$ cat config.mk
export PLATFORM = sky130hd
export DESIGN_NAME = mux_arbiter_flat
export DESIGN_NICKNAME = d
export VERILOG_FILES = /design/src/rtl/mux_arbiter_if.sv /design/src/rtl/mux_arbiter.sv /design/src/flat_wrapper.sv
export SDC_FILE = /design/constraint.sdc
export NUM_CORES = 1
export LEC_CHECK = 0
export BUFFER_PORTS_ARGS = -buffer_cell sky130_fd_sc_hd__clkbuf_2
export CAP_MARGIN = 20
export CORE_UTILIZATION = 35
export DETAILED_ROUTE_END_ITERATION = 7
export PLACE_DENSITY_LB_ADDON = 0.12
export SYNTH_ARGS = -nofsm -noshare
export SYNTH_HDL_FRONTEND = slang
export SYNTH_SLANG_ARGS = --single-unit
$ cat constraint.sdc
create_clock -name clk -period 3.85 [get_ports clk]
set_input_delay 0.77 -clock clk [delete_from_list [all_inputs] [get_ports clk]]
set_output_delay 0.77 -clock clk [all_outputs]
set_load 0.01 [all_outputs]
$ cat src/rtl/mux_arbiter_if.sv
// Handshake bundle between two requesters, the arbiter and the downstream consumer.
interface mux_arbiter_if #(
  parameter int M = 4
);
  logic [M:0] A;
  logic       A_valid;
  logic       A_ready;
  logic [M:0] B;
  logic       B_valid;
  logic       B_ready;
  logic [M:0] Y;
  logic       Y_valid;
  logic       Y_ready;
  logic       S;

  modport slave (
    input  A, A_valid, B, B_valid, Y_ready,
    output A_ready, B_ready, Y, Y_valid, S
  );

  modport master (
    output A, A_valid, B, B_valid, Y_ready,
    input  A_ready, B_ready, Y, Y_valid, S
  );
endinterface

$ cat src/rtl/mux_arbiter.sv
// Two-requester burst-limited arbiter feeding a registered 2:1 mux; one transfer per cycle,
// readies are combinational and drop to zero while the output register is stalled.
module mux_arbiter #(
  parameter int M     = 4,
  parameter int BURST = 4
) (
  input  logic          clk,
  input  logic          rst,
  mux_arbiter_if.slave  bus
);

  localparam logic [1:0] IDLE    = 2'd0;
  localparam logic [1:0] OWN_A   = 2'd1;
  localparam logic [1:0] OWN_B   = 2'd2;
  localparam logic [3:0] BURST_C = 4'(BURST);

  logic [1:0] owner_q, owner_d;
  logic [3:0] cnt_q, cnt_d;
  logic       last_a_q, last_a_d;
  logic [M:0] y_q, y_d;
  logic       s_q, s_d;
  logic       yv_q, yv_d;

  logic free, gnt_a, gnt_b, xfer_a, xfer_b, own_hit;

  assign free = !yv_q || bus.Y_ready;

  always_comb begin
    gnt_a = 1'b0;
    gnt_b = 1'b0;
    if (bus.A_valid && !bus.B_valid) begin
      gnt_a = 1'b1;
    end else if (bus.B_valid && !bus.A_valid) begin
      gnt_b = 1'b1;
    end else if (bus.A_valid && bus.B_valid) begin
      if (owner_q == IDLE) begin
        gnt_a = !last_a_q;
      end else if (cnt_q < BURST_C) begin
        gnt_a = (owner_q == OWN_A);
      end else begin
        // burst exhausted: hand over to whoever did not own the bus
        gnt_a = (owner_q != OWN_A);
      end
      gnt_b = !gnt_a;
    end
  end

  assign bus.A_ready = free && gnt_a;
  assign bus.B_ready = free && gnt_b;
  assign xfer_a      = bus.A_valid && bus.A_ready;
  assign xfer_b      = bus.B_valid && bus.B_ready;
  assign own_hit     = (xfer_a && owner_q == OWN_A) || (xfer_b && owner_q == OWN_B);

  always_comb begin
    owner_d  = owner_q;
    cnt_d    = cnt_q;
    last_a_d = last_a_q;
    y_d      = y_q;
    s_d      = s_q;
    yv_d     = yv_q;
    if (xfer_a || xfer_b) begin
      y_d      = xfer_a ? bus.A : bus.B;
      s_d      = xfer_a;
      yv_d     = 1'b1;
      last_a_d = xfer_a;
      if (own_hit) begin
        cnt_d = (cnt_q >= BURST_C) ? cnt_q : cnt_q + 4'd1;
      end else begin
        owner_d = xfer_a ? OWN_A : OWN_B;
        cnt_d   = 4'd1;
      end
    end else begin
      if (bus.Y_ready) begin
        yv_d = 1'b0;
      end
      if (free && !bus.A_valid && !bus.B_valid) begin
        owner_d = IDLE;
        cnt_d   = 4'd0;
      end
    end
  end

  always_ff @(posedge clk) begin
    if (rst) begin
      owner_q  <= IDLE;
      cnt_q    <= 4'd0;
      last_a_q <= 1'b0;
      y_q      <= '0;
      s_q      <= 1'b0;
      yv_q     <= 1'b0;
    end else begin
      owner_q  <= owner_d;
      cnt_q    <= cnt_d;
      last_a_q <= last_a_d;
      y_q      <= y_d;
      s_q      <= s_d;
      yv_q     <= yv_d;
    end
  end

  assign bus.Y       = y_q;
  assign bus.S       = s_q;
  assign bus.Y_valid = yv_q;

endmodule

$ cat src/flat_wrapper.sv
// flat-port wrapper written by rule: the top's interface ports become plain ports
module mux_arbiter_flat 
#(
  parameter int M     = 4,
  parameter int BURST = 4
)
  (clk, rst, bus_A, bus_A_valid, bus_B, bus_B_valid, bus_Y_ready, bus_A_ready, bus_B_ready, bus_Y, bus_Y_valid, bus_S);
  mux_arbiter_if #(.M(M)) bus_i ();
  input  logic clk;
  input  logic rst;
  input wire logic [$bits(bus_i.A)-1:0] bus_A;
  input wire logic [$bits(bus_i.A_valid)-1:0] bus_A_valid;
  input wire logic [$bits(bus_i.B)-1:0] bus_B;
  input wire logic [$bits(bus_i.B_valid)-1:0] bus_B_valid;
  input wire logic [$bits(bus_i.Y_ready)-1:0] bus_Y_ready;
  output wire logic [$bits(bus_i.A_ready)-1:0] bus_A_ready;
  output wire logic [$bits(bus_i.B_ready)-1:0] bus_B_ready;
  output wire logic [$bits(bus_i.Y)-1:0] bus_Y;
  output wire logic [$bits(bus_i.Y_valid)-1:0] bus_Y_valid;
  output wire logic [$bits(bus_i.S)-1:0] bus_S;
  assign bus_i.A = bus_A;
  assign bus_i.A_valid = bus_A_valid;
  assign bus_i.B = bus_B;
  assign bus_i.B_valid = bus_B_valid;
  assign bus_i.Y_ready = bus_Y_ready;
  assign bus_A_ready = bus_i.A_ready;
  assign bus_B_ready = bus_i.B_ready;
  assign bus_Y = bus_i.Y;
  assign bus_Y_valid = bus_i.Y_valid;
  assign bus_S = bus_i.S;
  mux_arbiter #(.M(M), .BURST(BURST)) u_core (.clk(clk), .rst(rst), .bus(bus_i));
endmodule
* After elaboration in Yosys (flattened, before gate mapping) *
Index checks and enable logic that the tools add are counted.

storage, ports and cells
  bits in writable memories = 0
  memories kept = 0
  register bits = 13
  input bits = 15
  latch bits = 0
  output and inout bits = 9
  ROM bits = 0
  logic and storage cells = 59

operators by class
  multiplexer cells = 22
  shift-type cells = 0
  $lt $le $gt $ge = 2
  add/sub/neg operators = 1
  multiply operators = 0
  reduce and logical (&&, ||, !) cells = 24
  div/mod/pow operators = 0
  bitwise operators = 0
  eq/ne operators = 5

operator list
  cell                                                                      number
  4-bit 2-to-1 mux                                                          4
  1-bit 2-to-1 mux                                                          13
  1-bit logical AND                                                         11
  2-bit 2-to-1 mux                                                          4
  1-bit logical NOT                                                         5
  5-bit 2-to-1 mux                                                          1
  4-bit by 1-bit adder with 4-bit output (second input constant)            1
  4-bit by 3-bit >= comparator with 1-bit output (second input constant)    1
  4-bit by 3-bit < comparator with 1-bit output (second input constant)     1
  2-bit AND reduction                                                       2
  2-bit nonzero test                                                        2
  1-bit logical OR                                                          3
  3-bit inequality test (second input constant)                             1
  2-bit by 1-bit == test with 1-bit output (second input constant)          1
  2-bit == test (second input constant)                                     1
  2-bit logical NOT                                                         1
  2-bit by 1-bit inequality test with 1-bit output (second input constant)  1
  2-bit inequality test (second input constant)                             1

* Logic depth before layout (Yosys ltp) *
  depth after elaboration = 16
  gate-level depth with buffers = 5
  gate-level depth less buffers = 4

* Worst setup path after synthesis *
Ideal clock, no wire load.

  kind = in2out
  from = in bus_Y_ready
  to = out bus_A_ready
  required time = 3.080 ns
  buffers on the path = 1
  cell stages on the path = 5
  path slack = 1.498 ns
  data arrival time = 1.582 ns
  cells stage by stage = nand2b_1 buf_2 nand2_1 or3_1 inv_1

on the way
  word-level cells in the longest chain between the ends = 2

RTL lines
  what               RTL line            text
  start, declared    flat_wrapper.sv:15  input wire logic [$bits(bus_i.Y_ready)-1:0] bus_Y_ready;
  1-bit logical OR   mux_arbiter.sv:26   assign free = !yv_q || bus.Y_ready;
  1-bit logical AND  mux_arbiter.sv:48   assign bus.A_ready = free && gnt_a;
  end, declared      flat_wrapper.sv:16  output wire logic [$bits(bus_i.A_ready)-1:0] bus_A_ready;

Every way passes these cells.

* Worst setup path after layout *
Ends and elaborated chain as after synthesis.

==> flow_summary.json <==
{
  "core-area_um2": 1980,
  "synth_edf_count": 0,
  "drive_above_1_share_pct": 26.6,
  "post_cts_buffers": 0,
  "fillerInstances": 210,
  "fp.dieW_um": 48.0,
  "syn_area_um2": 742,
  "rsz0062_at_grt": "no",
  "cap_violations": 0,
  "finalNetCount": 126,
  "ys_top_cells_by_area": "dfxtp_1, nor2_1, a311oi_1",
  "insertion_delay_ns": 0.28,
  "track_usage_pct": 17.3,
  "regToRegSetupSlack_ns": 2.16,
  "first_pass_iters": 3,
  "critPathSlowestCell": "or3_1",
  "synth.most_common_cell": "dfxtp_1",
  "cts_tree": "built",
  "async_reset_ff_share_pct": 0,
  "yosys_warnings": 0,
  "cts-htree-levels": 1,
  "crit-reg2reg-capture": "u_core.owner_q[1]$_SDFFE_PP0P_",
  "placed_cells": 132,
  "synth_cells": 85,
  "clockBufferDepth": 2,
  "synth_fp_nets": 101,
  "grt_pass1_vias": 584,
  "critPathCapture": "bus_A_ready",
  "ctsHoldBuffers": 0,
  "portBuffers": 23,
  "dp_hpwl_um": 1330,
  "initial_core_util_pct": 37.4,
  "grt_max_degree": 14,
  "fin_tns_setup_ns": 0,
  "hold_viol": 0,
  "die_h_um": 48.0,
  "numClockSinks": 13,
  "path_clk_slew_ns": 0.08,
  "synth_common_cells": "dfxtp_1, nor2_1, a21oi_1",
  "period_minus_slack_ns": 2.70,
  "io_pins": 24,
  "synth.distinct_cells": 29,
  "final-instance-count-excl-fill": 136,
  "cp_num_cells": 6,
  "hp-class": "flop to flop",
  "die_area_um2": 2310,
  "ir_worst_vdd_v": 0.000177,
  "drc": 0,
  "initialDrtViolationCount": 6,
  "wl_per_cell_um": 13.3,
  "finalCritPeriodShare_pct": 70.1,
  "crit_fanout": 10,
  "syn2layout_area_growth_pct": 20.7,
  "vias_per_cell": 5.57,
  "finClkSkew_ns": 0.000966,
  "reg2reg_depth": 4,
  "end_kind": "output pin",
  "critPathLaunch": "bus_Y_ready",
  "ctsResizeCount": 0,
  "cp.arrival_ns": 1.93,
  "drv_slew": 0,
  "crit_path_frequent_cell": "clkbuf_2",
  "gp_congestion": 0.780,
  "setup_violations": 0,
  "synth_top_area_cell": "dfxtp_1",
  "num_rows": 16,
  "cts_buffers": 3,
  "antennaDiodeCount": 0,
  "powerDensity_nw_per_um2": 354,
  "worst_pin_slew_ns": 0.623,
  "status": "completed",
  "leakagePower_nw": 0.398,
  "routed_wirelength_um": 1820,
  "seq_area_frac_synth_pct": 35.1,
  "start_kind": "input pin",
  "r2r_start": "u_core.owner_q[1]$_SDFFE_PP0P_",
  "path_cells": "clkbuf_2 > nand2b_1 > nand2_1 > or3_1 > inv_1 > clkbuf_2",
  "ant_nets": 0,
  "synth_area_per_cell_um2": 8.73,
  "critical_path_class": "input pin to output pin",
  "synthFlopType": "dfxtp_1",
  "grt_pass1_wl_um": 2640,
  "slew_headroom_pct": 58.3,
  "clock.fmax_ghz": 0.370,
  "crit_family": "simple AND/OR/NAND/NOR gates",
  "required_ns": 3.08,
  "root_buffer": "clkbuf_4",
  "max_stage_delay_ns": 0.39,
  "grt-ovfl-total": 0,
  "vias": 757,
  "crit_buf_inv": 3,
  "synth_top_area_share_pct": 35.1,
  "grt_antenna_before_repair": 0,
  "ys_ff_latch": 13
}
-- area by class of cell --
type | count | area [um^2] | share of cell area (%)
Timing Repair Buffer | 23 | 115 | 12.8
Tap cell | 27 | 33.8 | 3.77
Sequential cell | 13 | 260 | 29.1
Multi-Input combinational cell | 67 | 453 | 50.6
Clock buffer | 4 | 26.3 | 2.93
Inverter | 2 | 7.51 | 0.838
-- through the flow --
step	worst slack, ns	utilization [%]	hold slack [ns]	cell area [um^2]	power, mW
floorplan	1.50	-	0.453	742	0.206
global placement	1.19	43.9	0.464	870	0.232
detailed placement	1.15	43.9	0.474	870	0.232
CTS	1.15	45.2	0.487	896	0.321
global route	1.06	45.2	0.514	896	0.337
finish	1.15	45.2	0.479	896	0.317
-- layout by cell type, fill, tap and decap left out, types with 2 or more instances in the layout --
master	instances
nor2b_1	2
o2111ai_1	5
clkbuf_4	3
o31ai_1	5
o21ai_0	5
nor2_1	12
and3b_2	2
inv_1	2
nand2_1	4
clkbuf_2	23
dfxtp_1	13
a311oi_1	5
a21oi_1	6
o211a_1	4
nand2b_1	2
nor3b_1	3
-- sequential cells by signal, indices dropped and copies added, names as in the netlist --
signal	cells
u_core.bus.Y	5
u_core.owner_q	2
u_core.last_a_q	1
u_core.cnt_q	4
u_core.bus.Y_valid	1
-- worst register-to-register path: cells and delay by family, from the launching register on --
kind             cells  cell delay (ns)
AO/OA/AOI/OAI        2             0.31
AND/OR/NAND/NOR      2             0.86
flip-flops           1             0.44
-- routing by layer --
layer	share of wire, %	wire (um)	GRT usage (%)
met3	2.8	51	2.26
met5	0	0	0
met2	44	806	24.9
met1	51	922	23.7
met4	1.9	34	11.7
-- kinds of logic (layout without fill, tap and decap cells) --
| kind of cell | Yosys count | in the layout | synth area share (%) |
|---|---|---|---|
| AND/OR/NAND/NOR | 31 | 31 | 24.3 |
| buffers and inverters | 5 | 29 | 3.88 |
| AO/OA/AOI/OAI | 35 | 35 | 35.1 |
| flip-flops | 13 | 13 | 35.1 |
| adder cells (fa/ha/maj) | 1 | 1 | 1.69 |
-- worst min-delay path by stage --
stage / start / to / slack, ns / depth (start not counted)
2_1_floorplan: u_core.cnt_q[1]$_SDFFE_PP0P_ / u_core.cnt_q[1]$_SDFFE_PP0P_ / 0.45 / 2
3_3_place_gp: u_core.cnt_q[1]$_SDFFE_PP0P_ / u_core.cnt_q[1]$_SDFFE_PP0P_ / 0.46 / 2
3_5_place_dp: u_core.cnt_q[1]$_SDFFE_PP0P_ / u_core.cnt_q[1]$_SDFFE_PP0P_ / 0.47 / 2
4_1_cts: u_core.cnt_q[1]$_SDFFE_PP0P_ / u_core.cnt_q[1]$_SDFFE_PP0P_ / 0.49 / 2
5_1_grt: u_core.cnt_q[1]$_SDFFE_PP0P_ / u_core.cnt_q[1]$_SDFFE_PP0P_ / 0.51 / 2
6_report: u_core.cnt_q[1]$_SDFFE_PP0P_ / u_core.cnt_q[1]$_SDFFE_PP0P_ / 0.48 / 2
-- where the power goes --
group | internal (mW) | total [mW] | switching [mW]
Sequential | 0.145 | 0.153 | 0.00868
Clock | 0.0403 | 0.0872 | 0.0469
Combinational | 0.0338 | 0.0760 | 0.0422
Power figures use the tool's default switching activity.
